<file path="config.mk">
export PLATFORM = sky130hd
export DESIGN_NAME = load_store_unit
export DESIGN_NICKNAME = d
export VERILOG_FILES = /design/src/rtl/load_store_unit.sv
export SDC_FILE = /design/constraint.sdc
export NUM_CORES = 1
export LEC_CHECK = 0
export BUFFER_PORTS_ARGS = -buffer_cell sky130_fd_sc_hd__buf_2
export CORE_MARGIN = 4
export CORE_UTILIZATION = 35
export CTS_CLUSTER_SIZE = 40
export DETAILED_ROUTE_END_ITERATION = 12
export PLACE_DENSITY = 0.68
export SKIP_LAST_GASP = 1
export SYNTH_ARGS = -nofsm -noshare
export SYNTH_HDL_FRONTEND = slang
export SYNTH_SLANG_ARGS = --single-unit
</file>
<file path="constraint.sdc">
create_clock -name clock -period 2.51 [get_ports clock]
set_input_delay 0.251 -clock clock [delete_from_list [all_inputs] [get_ports clock]]
set_output_delay 0.251 -clock clock [all_outputs]
set_load 0.02 [all_outputs]
</file>
<file path="src/rtl/load_store_unit.sv">
// Load/store unit for the MEM stage. Translates byte-addressed requests into
// word accesses on a word-addressed data memory, doing read-modify-write for
// sub-word stores and lane select plus sign/zero extension for loads.
module load_store_unit #(
  parameter int unsigned ADDR_W = 11
) (
  input  logic              clock,
  input  logic              reset,
  input  logic [ADDR_W+1:0] req_addr,
  input  logic [31:0]       req_wdata,
  input  logic              req_read,
  input  logic              req_write,
  input  logic [1:0]        req_size,
  input  logic              req_unsigned,
  output logic [ADDR_W-1:0] mem_address,
  output logic [31:0]       mem_wdata,
  output logic              mem_we,
  output logic              mem_re,
  input  logic [31:0]       mem_rdata,
  output logic [31:0]       load_data,
  output logic              load_valid,
  output logic              stall,
  output logic              access_error
);

  typedef enum logic [1:0] {StIdle, StLoadWait, StRmw, StDone} state_e;

  state_e      state_q, state_d;
  logic        was_load_q, was_load_d;
  logic        was_err_q, was_err_d;
  logic [31:0] load_data_q, load_data_d;

  logic        req_err;
  logic [4:0]  lane_shift;
  logic [31:0] rdata_shifted;
  logic [31:0] load_ext;
  logic [31:0] lane_mask;
  logic [31:0] merged;
  logic        we_raw, re_raw, stall_raw, valid_raw, err_raw;

  assign mem_address = req_addr[ADDR_W+1:2];
  assign lane_shift  = {req_addr[1:0], 3'b000};

  // Reject reserved size, misaligned half/word and simultaneous read+write.
  always_comb begin
    req_err = 1'b0;
    unique case (req_size)
      2'b00:   req_err = 1'b0;
      2'b01:   req_err = req_addr[0];
      2'b10:   req_err = (req_addr[1:0] != 2'b00);
      default: req_err = 1'b1;
    endcase
    if (req_read && req_write) req_err = 1'b1;
  end

  // Load lane select and extension; store lane merge over the old word.
  always_comb begin
    rdata_shifted = mem_rdata >> lane_shift;
    load_ext      = mem_rdata;
    lane_mask     = 32'hFFFF_FFFF;
    unique case (req_size)
      2'b00: begin
        load_ext  = {{24{~req_unsigned & rdata_shifted[7]}}, rdata_shifted[7:0]};
        lane_mask = 32'h0000_00FF << lane_shift;
      end
      2'b01: begin
        load_ext  = {{16{~req_unsigned & rdata_shifted[15]}}, rdata_shifted[15:0]};
        lane_mask = 32'h0000_FFFF << lane_shift;
      end
      default: begin
        load_ext  = mem_rdata;
        lane_mask = 32'hFFFF_FFFF;
      end
    endcase
    merged = (mem_rdata & ~lane_mask) | ((req_wdata << lane_shift) & lane_mask);
  end

  // Next-state and raw output decode.
  always_comb begin
    state_d     = state_q;
    was_load_d  = was_load_q;
    was_err_d   = was_err_q;
    load_data_d = load_data_q;
    mem_wdata   = req_wdata;
    we_raw      = 1'b0;
    re_raw      = 1'b0;
    stall_raw   = 1'b0;
    valid_raw   = 1'b0;
    err_raw     = 1'b0;
    unique case (state_q)
      StIdle: begin
        if (req_read || req_write) begin
          was_load_d = 1'b0;
          was_err_d  = 1'b0;
          if (req_err) begin
            stall_raw = 1'b1;
            was_err_d = 1'b1;
            state_d   = StDone;
          end else if (req_read) begin
            re_raw     = 1'b1;
            stall_raw  = 1'b1;
            was_load_d = 1'b1;
            state_d    = StLoadWait;
          end else if (req_size == 2'b10) begin
            // Full-word store writes on this cycle's falling edge, no stall.
            we_raw = 1'b1;
          end else begin
            re_raw    = 1'b1;
            stall_raw = 1'b1;
            state_d   = StRmw;
          end
        end
      end
      StLoadWait: begin
        stall_raw   = 1'b1;
        load_data_d = load_ext;
        state_d     = StDone;
      end
      StRmw: begin
        stall_raw = 1'b1;
        we_raw    = 1'b1;
        mem_wdata = merged;
        state_d   = StDone;
      end
      StDone: begin
        valid_raw = was_load_q;
        err_raw   = was_err_q;
        state_d   = StIdle;
      end
      default: state_d = StIdle;
    endcase
  end

  // Reset gates the enables so no falling-edge write happens in a reset cycle.
  always_comb begin
    mem_we       = we_raw & ~reset;
    mem_re       = re_raw & ~reset;
    stall        = stall_raw & ~reset;
    load_valid   = valid_raw & ~reset;
    access_error = err_raw & ~reset;
    load_data    = load_data_q;
  end

  // State and load result registers.
  always_ff @(posedge clock) begin
    if (reset) begin
      state_q     <= StIdle;
      was_load_q  <= 1'b0;
      was_err_q   <= 1'b0;
      load_data_q <= 32'h0;
    end else begin
      state_q     <= state_d;
      was_load_q  <= was_load_d;
      was_err_q   <= was_err_d;
      load_data_q <= load_data_d;
    end
  end

endmodule

</file>
# Word-level counts from Yosys, hierarchy flattened
# Cells that the tools add are included.
[classes]
n_eq_ne = 7
shifts = 4
mux = 28
n_bitwise = 13
reduce_logical = 8
[op_table]
columns = ["operator", "n"]
rows = [
  ["$pmux W32 S2", 2],
  ["$and A32 B32 Y32", 2],
  ["$mux W32", 1],
  ["$not A32 Y32", 1],
  ["$or A32 B32 Y32", 1],
  ["$shl A16 B5 Y32 const A", 1],
  ["$shl A32 B5 Y32", 1],
  ["$shl A8 B5 Y32 const A", 1],
  ["$shr A32 B5 Y16", 1],
  ["$mux W1", 17],
  ["$mux W2", 4],
  ["$and A1 B1 Y1", 7],
  ["$eq A2 B2 Y1 const B", 3],
  ["$pmux W2 S3", 1],
  ["$eq A2 B1 Y1 const B", 2],
  ["$logic_not A2 Y1", 2],
  ["$ne A4 B4 Y1 const B", 1],
  ["$pmux W1 S2", 2],
  ["$reduce_and A2 Y1", 2],
  ["$pmux W1 S3", 1],
  ["$ne A2 B2 Y1 const B", 1],
  ["$not A1 Y1", 2],
  ["$reduce_bool A2 Y1", 1],
  ["$reduce_or A2 Y1", 1],
  ["other kinds (2)", 2],
]
[word_totals]
ff_bits = 36
in_bits = 84
word_cells = 64

# Depth between registers and ports, before layout
[logic_depth]
depth_word = 7
depth_mapped = 7
mapped_depth_nobuf = 6

# Worst setup path before layout
# OpenSTA, ideal clock, no wires.
[synth_timing]
path_kind = "input port to output port"
from = "input req_addr[1]"
to = "output mem_re"
arrival_time_ns = 1.638
path_slack_ns = 0.621
cell_stages = 7
n_path_buf = 3
cell_sequence = "buf_4 > buf_2 > buf_4 > nor3_1 > or2_2 > nand2_1 > nor3_1"
[synth_via]
elab_chain_cells = 7
[synth_rtl]
columns = ["item", "line", "source"]
rows = [
  ["start: declaration", "9", "input logic [ADDR_W+1:0] req_addr,"],
  ["$reduce_bool A2 Y1", "50", "2'b10: req_err = (req_addr[1:0] != 2'b00);"],
  ["$pmux W1 S3", "47", "unique case (req_size)"],
  ["$mux W1", "53", "if (req_read && req_write) req_err = 1'b1;"],
  ["$mux W1", "95", "if (req_err) begin"],
  ["$mux W1", "92", "if (req_read || req_write) begin"],
  ["$mux W1", "90", "unique case (state_q)"],
  ["$and A1 B1 Y1", "137", "mem_re = re_raw & ~reset;"],
  ["end: declaration", "18", "output logic mem_re,"],
]
# Every way passes these cells.

# Worst setup path after layout
[layout_timing]
from = "input req_addr[0]"
to = "output mem_wdata[17]"
[layout_via]
elab_chain_cells = 6
word_cells_on_any_way = 9
classes_between = "shift (3); mux (2); bitwise (4)"
[layout_rtl]
columns = ["item", "line", "source"]
rows = [
  ["$shl A16 B5 Y32 / $shl A8 B5 Y32 (equally long branches)", "68, 64", ""],
  ["$pmux W32 S2", "61", "unique case (req_size)"],
  ["$not A32 Y32", "75", "merged = (mem_rdata & ~lane_mask) | ((req_wdata << lane_shift) & lane_mask);"],
  ["$and A32 B32 Y32", "75", ""],
  ["$or A32 B32 Y32 (*)", "75", ""],
  ["$mux W32 (*)", "90", ""],
  ["end: declaration", "16", "output logic [31:0] mem_wdata,"],
]
# Every way passes the cells marked *; elsewhere a longest branch is shown, timed or not.

==> impl_metrics.csv <==
group,metric,value,unit
run_status,status,"finished clean",
critical_path,required,2.26,ns
drt,ant_nets,0,
sta,slew_violations,0,
sta,relSlewSlack,43.8,%
global_routing,grt_pass1_wl,17.9,mm
flow_run,max-cap-violations,0,
place,io_buffers,141,
place,gp_congestion,0.947,
floorplanning,die_y,103,um
logic_synthesis,synthesis.area,3140,sq um
logic_synthesis,synth_ff_type,"dfxtp_1",
drt,num_vias,3648,
logic_synthesis,ys_ff_latch,36,
logic_synthesis,synth-edff-count,0,
clock_tree,postCtsSetupRepairBufs,0,
critical_path,timing.rr.end,"load_data[12]",
global_routing,gr-total-overflow,0,
critical_path,path_cells,"buf_2 -> and2b_4 -> a211oi_4 -> nand2b_1 -> a32o_1 -> buf_2",
floorplanning,rows,34,
critical_path,crit_fanout,16,
cells_and_area,final_nets,611,
critical_path,worst-path-buf-inv,2,
logic_synthesis,yosys_warnings,0,
drt,wire_per_inst,18.8,um
logic_synthesis,async_reset_ff_share,0,%
logic_synthesis,synth_area_leaders,"dfxtp_1 23%, nand2b_1 7.4%, mux2i_1 6.7%, nor2_1 6.5%, a21oi_1 4.6%",
logic_synthesis,ys_types,46,
sta,rsz0062_at_grt,"no",
floorplanning,pin_count,164,
critical_path,startpoint,"req_addr[0]",
critical_path,start_kind,"input pin",
clock_tree,cts_root_buffer,"clkbuf_8",
critical_path,critPathArrivalTime,2.03,ns
clock_tree,ctsResizeCount,0,
cells_and_area,drive_gt1_share,34.6,%
floorplanning,die_area,10500,sq um
logic_synthesis,synthCells,413,
critical_path,end_kind,"output pin",
pwr,ir_drop,388,uV
clock_tree,clk_path_buf_depth,2,
pwr,finalPower,3660,uW
critical_path,crit_cells,6,
logic_synthesis,synth.top_cell.area_share,23.0,%
floorplanning,start_util,36.0,%
critical_path,crit_end,"mem_wdata[17]",
sta,min_period,2.28,ns
logic_synthesis,syn_nets,502,
place,dpl.hpwl,9.29,mm
clock_tree,cts_max_level,2,
global_routing,grt_pass1_vias,3474,
floorplanning,core,8720,sq um
sta,tns,0,ns
clock_tree,clk_pin_slew_worst_paths,0.07,ns
sta,hold_violations,0,
drt,avgViaCountPerCell,5.78,
critical_path,critical_path.slowest_cell,"a211oi_4",
logic_synthesis,yosys.area.top_type,"dfxtp_1",
critical_path,crit_type,"input pin to output pin",
global_routing,track_usage,21.7,%
drt,drt-total-wl,11.9,mm
logic_synthesis,yosysSeqAreaShare,23.0,%
critical_path,r2r_start,"state_q[1]",
critical_path,cp_common_cell,"buf_2",
clock_tree,numCtsBuffers,5,
clock_tree,clock_latency,0.29,ns
worst_hold_path,worstHoldPathType,"input pin to flop",
drt,drt_pass1_iterations,6,
clock_tree,cts_tree,"built",
cells_and_area,diodes,0,
floorplanning,fp.dieW,103,um
sta,finalCritPeriodShare,90.8,%
cells_and_area,syn2layout_area_growth,24.3,%
pwr,p_leak,0.00173,uW
pwr,p_per_area,939,nW/um^2
critical_path,reg2reg_depth,5,
cells_and_area,fill_cells,910,
cells_and_area,utilization,44.7,%
sta,setup_viol,0,
critical_path,max_stage_delay,0.59,ns
global_routing,grt_max_degree,46,
drt,drc,0,
sta,holdWs,0.268,ns
sta,max_clock_freq,439,MHz
sta,tightest_slew,0.837,ns
logic_synthesis,syn_avg_cell_area,7.60,sq um
global_routing,antenna_found_initial,0,
sta,skew,0.00511,ns
clock_tree,hold_buffers,0,
drt,dr.first_iter.drc_count,363,
critical_path,crit_family,"compound AO/OA/AOI/OAI gates",
clock_tree,cts_sinks,36,
critical_path,r2r_setup_slack,0.86,ns
[how the worst min path moves through the flow]
stage                  startpoint  depth (start not counted)  slack (ns)            end
finish              mem_rdata[18]                          3        0.27  load_data[18]
global route        mem_rdata[30]                          3        0.28  load_data[30]
CTS                 mem_rdata[18]                          3        0.26  load_data[18]
detailed placement   load_data[3]                          2        0.47   load_data[3]
global placement     load_data[3]                          2        0.46   load_data[3]
floorplan           mem_rdata[30]                          2        0.40  load_data[30]
[sequential cells by signal (all words and copies together) (netlist names)]
signal	flops
was_err_q	1
state_q	2
load_data	32
was_load_q	1
[power breakdown]
| group | internal [uW] | switching [uW] | leakage (uW) |
|---|---|---|---|
| combinational | 833 | 1480 | 0.00138 |
| clock | 219 | 212 | 0.0000510 |
| sequential | 799 | 121 | 0.000296 |
[area by class of cell]
class                      instances  area [sq um]  area share (%)
inverter                           5          18.8           0.481
clock buffer                       6          82.6            2.12
tap                              108           135            3.46
clock inverter                     2          10.0           0.257
multi-input combinational        324          2140            54.7
timing repair buffer             150           798            20.5
sequential                        36           721            18.5
[tightest hold or removal path: cells and delay by family]
| kind | cells | cell delay [ns] |
|---|---|---|
| and+or+nand+nor | 1 | 0.07 |
| AOI/OAI and AO/OA | 1 | 0.06 |
| buffers and inverters | 1 | 0.13 |
[cells in the mapped netlist (3+ instances only)]
master / n
nor2_1: 54
nand2_1: 37
nand2b_1: 37
dfxtp_1: 36
a21oi_1: 29
o21ai_0: 24
mux2i_1: 21
clkbuf_1: 18
buf_4: 16
a211oi_1: 14
buf_2: 13
a211oi_2: 10
o2bb2ai_1: 10
a221o_1: 8
a32o_1: 8
o22ai_1: 8
nor2b_1: 6
a222oi_1: 5
ha_1: 5
nand3_1: 5
o32ai_1: 5
inv_1: 4
nor3_1: 4
or2_2: 4
a311oi_1: 3
a31oi_1: 3
and2_1: 3
[placed cells by master (no fill, tap or decap), drive strengths merged]
cell and instances:
o21a 2, a311oi 3, o31ai 1, a211oi 25
nor2 54, a21boi 2, o21ai 25, ha 5
nand2 37, nor3 4, o221ai 2, buf 150
a32oi 1, o22ai 8, mux2i 21, clkbuf 6
inv 5, a21oi 30, a22oi 1, clkinv 2
nand2b 37, a31oi 3, and2b 1, and3b 2
or2 4, nor4b 1, a32o 8, a2bb2oi 3
o32ai 5, nand3 5, mux4 1, nor3b 1
a221o 8, a222oi 5, nor2b 6, dfxtp 36
o2bb2ai 10, and2 3
[metrics by stage]
step	worst slack [ns]	instance area, sq um	instances
after floorplan	0.621	3140	413
after CTS	0.276	3900	631
after global placement	0.309	3810	623
after detailed placement	0.276	3810	623
final	0.232	3900	631
after global routing	0.118	3900	631
[layer usage]
metal / vias up / track usage, % / part of all wire [%]
li1: 1721 / - / -
met4: 0 / 5.25 / 1.7
met2: 176 / 35.9 / 47
met5: - / 0 / 0
met1: 1726 / 29.3 / 42
met3: 25 / 4.06 / 8.9
[logic make-up (layout without fill, tap and decap cells)]
logic type	after synthesis	in the layout	share of synthesized area, %
adders and majority gates	5	5	1.99
AOI/OAI and AO/OA	142	142	34.8
and+or+nand+nor	155	155	23.8
muxes	22	22	7.41
DFF	36	36	23.0
buffers and inverters	53	163	9.01
Note: power is estimated with default switching activity, not from simulation.
